### config.mk
export PLATFORM = sky130hd
export DESIGN_NAME = ps2_scancode_decoder
export DESIGN_NICKNAME = d
export VERILOG_FILES = /design/src/rtl/ps2_scancode_decoder.sv
export SDC_FILE = /design/constraint.sdc
export NUM_CORES = 1
export LEC_CHECK = 0
export ABC_AREA = 1
export CAP_MARGIN = 10
export CORE_MARGIN = 2
export CORE_UTILIZATION = 25
export DETAILED_ROUTE_END_ITERATION = 10
export MAX_ROUTING_LAYER = met4
export PLACE_DENSITY_LB_ADDON = 0.05
export SYNTH_ARGS = -nofsm -noshare
export SYNTH_HDL_FRONTEND = slang
export SYNTH_SLANG_ARGS = --single-unit
### constraint.sdc
create_clock -name CLOCK_50 -period 1.6 [get_ports CLOCK_50]
set_input_delay 0.32 -clock CLOCK_50 [delete_from_list [all_inputs] [get_ports CLOCK_50]]
set_output_delay 0.32 -clock CLOCK_50 [all_outputs]
set_load 0.05 [all_outputs]
### src/rtl/ps2_scancode_decoder.sv
// ps2_scancode_decoder
// Turns the byte stream from a PS/2 keyboard receiver into one event per key
// action. E0, F0 and E1 prefixes are stripped, and the result is reported as
// a scan code plus extended and release flags. A small bank of "held" bits
// tracks Space, Enter, Up and Down.
//
// Parameters
//   TIMEOUT_CYCLES   clocks a partial sequence may sit idle before it is
//                    dropped (2 .. 2^22-1)
// Ports
//   CLOCK_50         system clock, rising edge
//   reset            synchronous, active-high
//   received_data    byte from the PS/2 receiver
//   received_data_en one-cycle strobe qualifying received_data
//   key_code         scan code of the last completed event
//   key_extended     last event carried an E0 prefix
//   key_break        last event was a release
//   key_valid        one-cycle pulse when the key_* outputs update
//   key_held         {Down, Up, Enter, Space} pressed state
// Build option
//   TYPEMATIC_FILTER_EN  when defined, auto-repeat makes of an already held
//                        tracked key produce no event
module ps2_scancode_decoder #(
    parameter int TIMEOUT_CYCLES = 2500000
) (
    input  logic       CLOCK_50,
    input  logic       reset,
    input  logic [7:0] received_data,
    input  logic       received_data_en,
    output logic [7:0] key_code,
    output logic       key_extended,
    output logic       key_break,
    output logic       key_valid,
    output logic [3:0] key_held
);

    typedef enum logic [2:0] {IDLE, EXT, BRK, EXT_BRK, PAUSE} state_t;

    localparam logic [21:0] TMO_LAST_C = 22'(TIMEOUT_CYCLES - 1);

    state_t      state_r, next_state_s;
    logic [2:0]  pause_cnt_r, pause_cnt_nxt_s;
    logic [21:0] tmo_cnt_r, tmo_cnt_nxt_s;
    logic [7:0]  key_code_r;
    logic        key_extended_r, key_break_r, key_valid_r;
    logic [3:0]  key_held_r;
    logic        emit_s, ev_ext_s, ev_brk_s, clr_held_s, suppress_s, valid_s;
    logic [7:0]  ev_code_s;
    logic [3:0]  ev_mask_s;

    // Maps a decoded event to its key_held bit; untracked keys give zero.
    function automatic logic [3:0] key_mask(input logic ext, input logic [7:0] code);
        logic [3:0] m;
        case ({ext, code})
            {1'b0, 8'h29}: m = 4'b0001;
            {1'b0, 8'h5A}: m = 4'b0010;
            {1'b1, 8'h75}: m = 4'b0100;
            {1'b1, 8'h72}: m = 4'b1000;
            default:       m = 4'b0000;
        endcase
        return m;
    endfunction

    // Prefix parser, Pause-sequence counter and idle timeout.
    always_comb begin
        next_state_s    = state_r;
        pause_cnt_nxt_s = pause_cnt_r;
        tmo_cnt_nxt_s   = tmo_cnt_r;
        emit_s          = 1'b0;
        ev_code_s       = received_data;
        ev_ext_s        = 1'b0;
        ev_brk_s        = 1'b0;
        clr_held_s      = 1'b0;
        if (received_data_en) begin
            tmo_cnt_nxt_s = 22'd0;
            if (received_data == 8'hAA) begin
                // Keyboard self-test pass: it was reset, so nothing is held.
                next_state_s    = IDLE;
                pause_cnt_nxt_s = 3'd0;
                clr_held_s      = 1'b1;
            end else begin
                case (state_r)
                    IDLE: begin
                        case (received_data)
                            8'hE0: next_state_s = EXT;
                            8'hF0: next_state_s = BRK;
                            8'hE1: begin
                                next_state_s    = PAUSE;
                                pause_cnt_nxt_s = 3'd0;
                            end
                            8'hFA, 8'hEE, 8'hFE, 8'h00, 8'hFF: next_state_s = IDLE;
                            default: emit_s = 1'b1;
                        endcase
                    end
                    EXT: begin
                        if (received_data == 8'hF0) begin
                            next_state_s = EXT_BRK;
                        end else begin
                            emit_s       = 1'b1;
                            ev_ext_s     = 1'b1;
                            next_state_s = IDLE;
                        end
                    end
                    BRK: begin
                        if (received_data == 8'hF0) begin
                            next_state_s = BRK;
                        end else if (received_data == 8'hE0) begin
                            next_state_s = EXT_BRK;
                        end else begin
                            emit_s       = 1'b1;
                            ev_brk_s     = 1'b1;
                            next_state_s = IDLE;
                        end
                    end
                    EXT_BRK: begin
                        if (received_data == 8'hF0) begin
                            next_state_s = EXT_BRK;
                        end else begin
                            emit_s       = 1'b1;
                            ev_ext_s     = 1'b1;
                            ev_brk_s     = 1'b1;
                            next_state_s = IDLE;
                        end
                    end
                    PAUSE: begin
                        // The Pause key sends E1 plus seven opaque bytes.
                        if (pause_cnt_r == 3'd6) begin
                            emit_s          = 1'b1;
                            ev_code_s       = 8'hE1;
                            pause_cnt_nxt_s = 3'd0;
                            next_state_s    = IDLE;
                        end else begin
                            pause_cnt_nxt_s = pause_cnt_r + 3'd1;
                        end
                    end
                    default: next_state_s = IDLE;
                endcase
            end
        end else if (state_r != IDLE) begin
            if (tmo_cnt_r == TMO_LAST_C) begin
                next_state_s    = IDLE;
                tmo_cnt_nxt_s   = 22'd0;
                pause_cnt_nxt_s = 3'd0;
            end else begin
                tmo_cnt_nxt_s = tmo_cnt_r + 22'd1;
            end
        end else begin
            tmo_cnt_nxt_s = 22'd0;
        end
    end

    // Event qualification, including the optional auto-repeat filter.
    always_comb begin
        ev_mask_s = key_mask(ev_ext_s, ev_code_s);
`ifdef TYPEMATIC_FILTER_EN
        suppress_s = !ev_brk_s && ((ev_mask_s & key_held_r) != 4'd0);
`else
        suppress_s = 1'b0;
`endif
        valid_s = emit_s && !suppress_s;
    end

    // State, counters and registered outputs.
    always_ff @(posedge CLOCK_50) begin
        if (reset) begin
            state_r        <= IDLE;
            pause_cnt_r    <= 3'd0;
            tmo_cnt_r      <= 22'd0;
            key_code_r     <= 8'h00;
            key_extended_r <= 1'b0;
            key_break_r    <= 1'b0;
            key_valid_r    <= 1'b0;
            key_held_r     <= 4'b0000;
        end else begin
            state_r     <= next_state_s;
            pause_cnt_r <= pause_cnt_nxt_s;
            tmo_cnt_r   <= tmo_cnt_nxt_s;
            key_valid_r <= valid_s;
            if (valid_s) begin
                key_code_r     <= ev_code_s;
                key_extended_r <= ev_ext_s;
                key_break_r    <= ev_brk_s;
            end
            if (clr_held_s) begin
                key_held_r <= 4'b0000;
            end else if (valid_s && ev_brk_s) begin
                key_held_r <= key_held_r & ~ev_mask_s;
            end else if (valid_s) begin
                key_held_r <= key_held_r | ev_mask_s;
            end
        end
    end

    assign key_code     = key_code_r;
    assign key_extended = key_extended_r;
    assign key_break    = key_break_r;
    assign key_valid    = key_valid_r;
    assign key_held     = key_held_r;

endmodule

Word level (Yosys, flattened, before mapping) --
Cells that the tools add are included.
Word-level totals: register bits 43, bits of input ports 11, output and inout bits 15, word-level logic and storage cells 88
Operators by class: add/subtract/negate cells 2, eq/ne operators 22, multiplexer cells 38, bitwise operators 4, reductions and logical operators 14
Operators by type and width (number):
- $eq 8x8->1 const B | 8
- $mux 8 | 4
- $mux 3 | 9
- $pmux 3 s4 | 2
- $add 22x1->22 const B | 1
- $eq 22x22->1 const B | 1
- $eq 9x9->1 const B | 2
- $pmux 4 s4 | 1
- $mux 1 | 14
- $eq 9x6->1 const B | 1
- $eq 9x7->1 const B | 1
- $logic_not 8->1 | 1
- $mux 4 | 2
- $reduce_and 4->1 | 2
- $reduce_or 8->1 | 1
- $ne 7x5->1 const B | 1
- $eq 3x2->1 const B | 2
- $eq 3x3->1 const B | 2
- $mux 2 | 3
- $pmux 3 s2 | 1
- $reduce_bool 2->1 | 3
- $reduce_or 5->1 | 1
- $and 4x4->4 | 1
- $ne 4x1->1 const B | 1
- other kinds (14) | 15

Longest topological paths before layout --
depth in word-level cells 10, depth in mapped cells 13, depth with buffers taken out 13

Least setup slack after synthesis --
OpenSTA, ideal clock, no wires.
path type reg-to-reg, from reg tmo_cnt_r[0], to reg tmo_cnt_r[18], library setup time 0.119 ns, arrival time 1.383 ns, data required time 1.481 ns, slack 0.098 ns, stages on the path, launching flop included 11, path buffers 0, period minus slack after synthesis 1.502 ns, cells stage by stage dfxtp_1 > ha_1 > nand2_1 > nor3_4 > nand3b_1 > inv_1 > nand3_1 > nor2_1 > nand2_1 > o21ai_0 > a21oi_1
On the way: word-level cells in the longest chain between the ends 2, elaborated cells between the ends (all ways) 3, classes of those cells add/sub (1); eq/ne (1); reduce/logical (1)
RTL lines:
- from (decl) | line 43 | logic [21:0] tmo_cnt_r, tmo_cnt_nxt_s;
- from (signal assigned) | line 177 | tmo_cnt_r <= tmo_cnt_nxt_s;
- branches (longest 2 deep; another with $add 22x1->22)
Parallel ways; which one is timed is not known. A chain may end at the register's enable or synchronous reset.

==> results.yml <==
place:
  numPlacedInstances: 623
  dp_hpwl_um: 5697
  io_buffer_count: 25
  postPlaceCellArea_sq_mm: 0.003601
  gp_congestion: 0.8026
synthesis:
  synth.largest_area_cell: "dfxtp_1"
  ys_top_cells_by_area: "dfxtp_1 34%, nand2_1 10%, nor2_1 9.5%"
  yosysSeqAreaShare_pct: 33.54
  ys_types: 37
  syn_inst: 380
  syn_nets: 392
  synth-seq-cells: 43
  ys.warnings.count: 0
  yosys.area.top_type_share_pct: 33.54
  syn_avg_cell_area_sq_um: 6.753
  syn_area_sq_mm: 0.002566
cells_and_area:
  syn2layout_area_growth_pct: 61.77
  design_area_sq_mm: 0.004151
  final-instance-count-excl-fill: 643
  final_util_pct: 42.09
  insertedDiodeCount: 0
  drive_above_1_share_pct: 51.57
  final_cell_mix: "107 x buf_4, 53 x nor2_1, 50 x nand2_1"
  fin_nets: 523
  final_common_cell: "buf_4"
sta:
  max_clock_freq_mhz: 626.4
  rsz0062_at_grt: "yes"
  final-max-slew-violation-count: 0
  timing.hold.ws_ns: 0.4727
  tightest_slew_ns: 0.2364
  finalSetupViolations: 0
  finalSetupTns_ns: 0
  slew_headroom_pct: 84.16
  finalCriticalPeriod_ns: 1.597
  hold_violations: 0
  finalClockSkew_ns: 0.008862
  period_share_pct: 99.78
setup_path:
  crit_top_cell: "nor2_4"
  crit_type: "flop to flop"
  crit_path_end_kind: "flop"
  critPathRequiredTime_ns: 1.80
  crit_slowest_cell: "dfxtp_2"
  worst-path-buf-inv: 3
  cp.arrival_ns: 1.80
  cp_max_fo: 4
  worstPathCellList: "inv_2, nand2_4, nor2_4, nand3_4, buf_6, nand2_4, inv_2, nor2_4, nand3_2, nor2_4, nand3_2, nand2_1, nor2_1"
  path_delay_family: "simple AND/OR/NAND/NOR gates"
  critPathLaunchType: "flop"
  critPathMaxStageDelay_ns: 0.33
floorplan:
  die_x_um: 105.3
  core-area_sq_mm: 0.009864
  initial_utilization_pct: 26.01
  fp.dieH_um: 105.3
  die_area_sq_mm: 0.01109
  core.rowCount: 36
  pin_count: 26
power:
  p_int_mw: 1.574
  p_per_area_mw_per_mm2: 540.0
  pwr-share-clk_pct: 29.8
  switching_share_pct: 29.81
  seq_power_share_pct: 49.2
  combPwrFrac_pct: 20.9
  p_sw_mw: 0.6684
  power.leakage_nw: 1.791
  vdd_drop_max_v: 0.0004021
drt:
  wl_per_cell_um: 11.61
  drtIter0Drc: 55
  drc: 0
  viasPerCell: 4.216
  drtAntennaViolNets: 0
  wirelength_um: 7464
  first_pass_iters: 4
  vias: 2711
clock_tree:
  cts-root-buf: "clkbuf_8"
  clk_pin_slew_worst_paths_ns: 0.08
  cts_made_buffers: 5
  holdBufCountCts: 0
  cts_tree: "yes"
  cts_buffer_depth: 2
  clock_latency_ns: 0.30
  h-tree-depth: 2
  cts.sinks: 43
run:
  drv_cap: 0
global_routing:
  antenna_found_initial: 0
  gr-total-overflow: 0
  grt_pass1_wl_um: 12530
  grt_max_degree: 13
  gr-usage-all-layers_pct: 14.35
  first_global_vias: 2628
run_status:
  outcome: "complete, no violations"
worst_hold_path:
  hold_path_class: "flop to flop"
-- cell usage after synthesis --
cell and count:
inv_4 1, buf_1 1, dfxtp_1 43, nor3_4 1
nor3_1 13, a21oi_1 17, inv_1 44, xor2_1 7
o21ai_1 9, or2_0 1, nand3b_1 3, buf_2 2
xnor2_1 1, a211oi_1 1, o21a_1 1, a21oi_2 3
a31oi_1 2, nand4_1 8, o21ai_0 9, ha_1 1
nand3_1 23, nor3_2 1, o21ai_2 1, nand2_2 15
inv_2 7, nand2_1 69, and3_1 1, nor2_1 65
clkbuf_1 1, buf_6 2, nor2_2 7, nand2_4 2
nand3_4 2, nand3_2 3, o211ai_1 1, or2_2 3
nor2_4 9
-- kinds of logic after synthesis --
| family | after synthesis | share of synthesized area [%] |
|---|---|---|
| DFF | 43 | 33.54 |
| adders and majority gates | 1 | 0.4875 |
| and+or+nand+nor | 226 | 44.42 |
| buffers and inverters | 58 | 9.264 |
| xor gates and xnor gates | 8 | 2.730 |
| AOI/OAI and AO/OA | 44 | 9.557 |
-- per-layer routing --
metal,GRT usage (%),routed length (um)
met5,-,0
met4,4.286,104
met3,2.412,146
met2,19.77,3086
met1,21.16,4127
-- power groups by stage --
stage | Combinational (mW) | Clock [mW] | Sequential (mW)
after floorplan | 0.156 | 0 | 1.20
after global placement | 0.399 | 0 | 1.13
after detailed placement | 0.396 | 0 | 1.13
after CTS | 0.425 | 0.710 | 1.11
after global routing | 0.515 | 0.761 | 1.11
final | 0.469 | 0.669 | 1.10
-- area by class of cell --
cell class	count	area (sq um)
clock buffers	5	68.82
clock inverters	1	7.507
fillers	1044	5713
inverters	52	202.7
multi-input cells	280	1826
flip-flops and latches	43	872.1
well taps	133	166.4
repair buffers	129	1008
-- state kept, by name (all words and copies together), names as in the netlist, named ones only --
name          count
key_extended      1
pause_cnt_r       3
key_valid         1
state_r           3
key_break         1
key_code          8
tmo_cnt_r        22
-- path summary, 6_finish.rpt --
path              start         end  depth (start not counted)  slack (ns)
max          state_r[1]        flop                         13       0.003
min          state_r[1]  state_r[1]                          2        0.47
min reg2reg  state_r[1]  state_r[1]                          2        0.47
max reg2reg  state_r[1]        flop                         13       0.003
-- repair_timing --
item / in CTS / in global routing
gates cloned: 0 / 1
gates resized for setup: 56 / 95
pin swaps: 16 / 29
buffers inserted: 7 / 6
setup endpoints to repair: 37 / 43
-- worst min-delay path: cells and delay by family, from the launching register on --
kind | cells | cell delay [ns]
and+or+nand+nor | 1 | 0.06
AOI/OAI and AO/OA | 1 | 0.05
DFF | 1 | 0.33
-- metrics by stage --
stage               power, mW  setup WS (ns)
CTS                     2.240       -0.04535
finish                  2.242       0.003496
detailed placement      1.526        -0.7159
global placement        1.530        -0.6629
floorplan               1.354        0.09791
global route            2.384        -0.1289
Note: power is estimated with default switching activity, not from simulation.
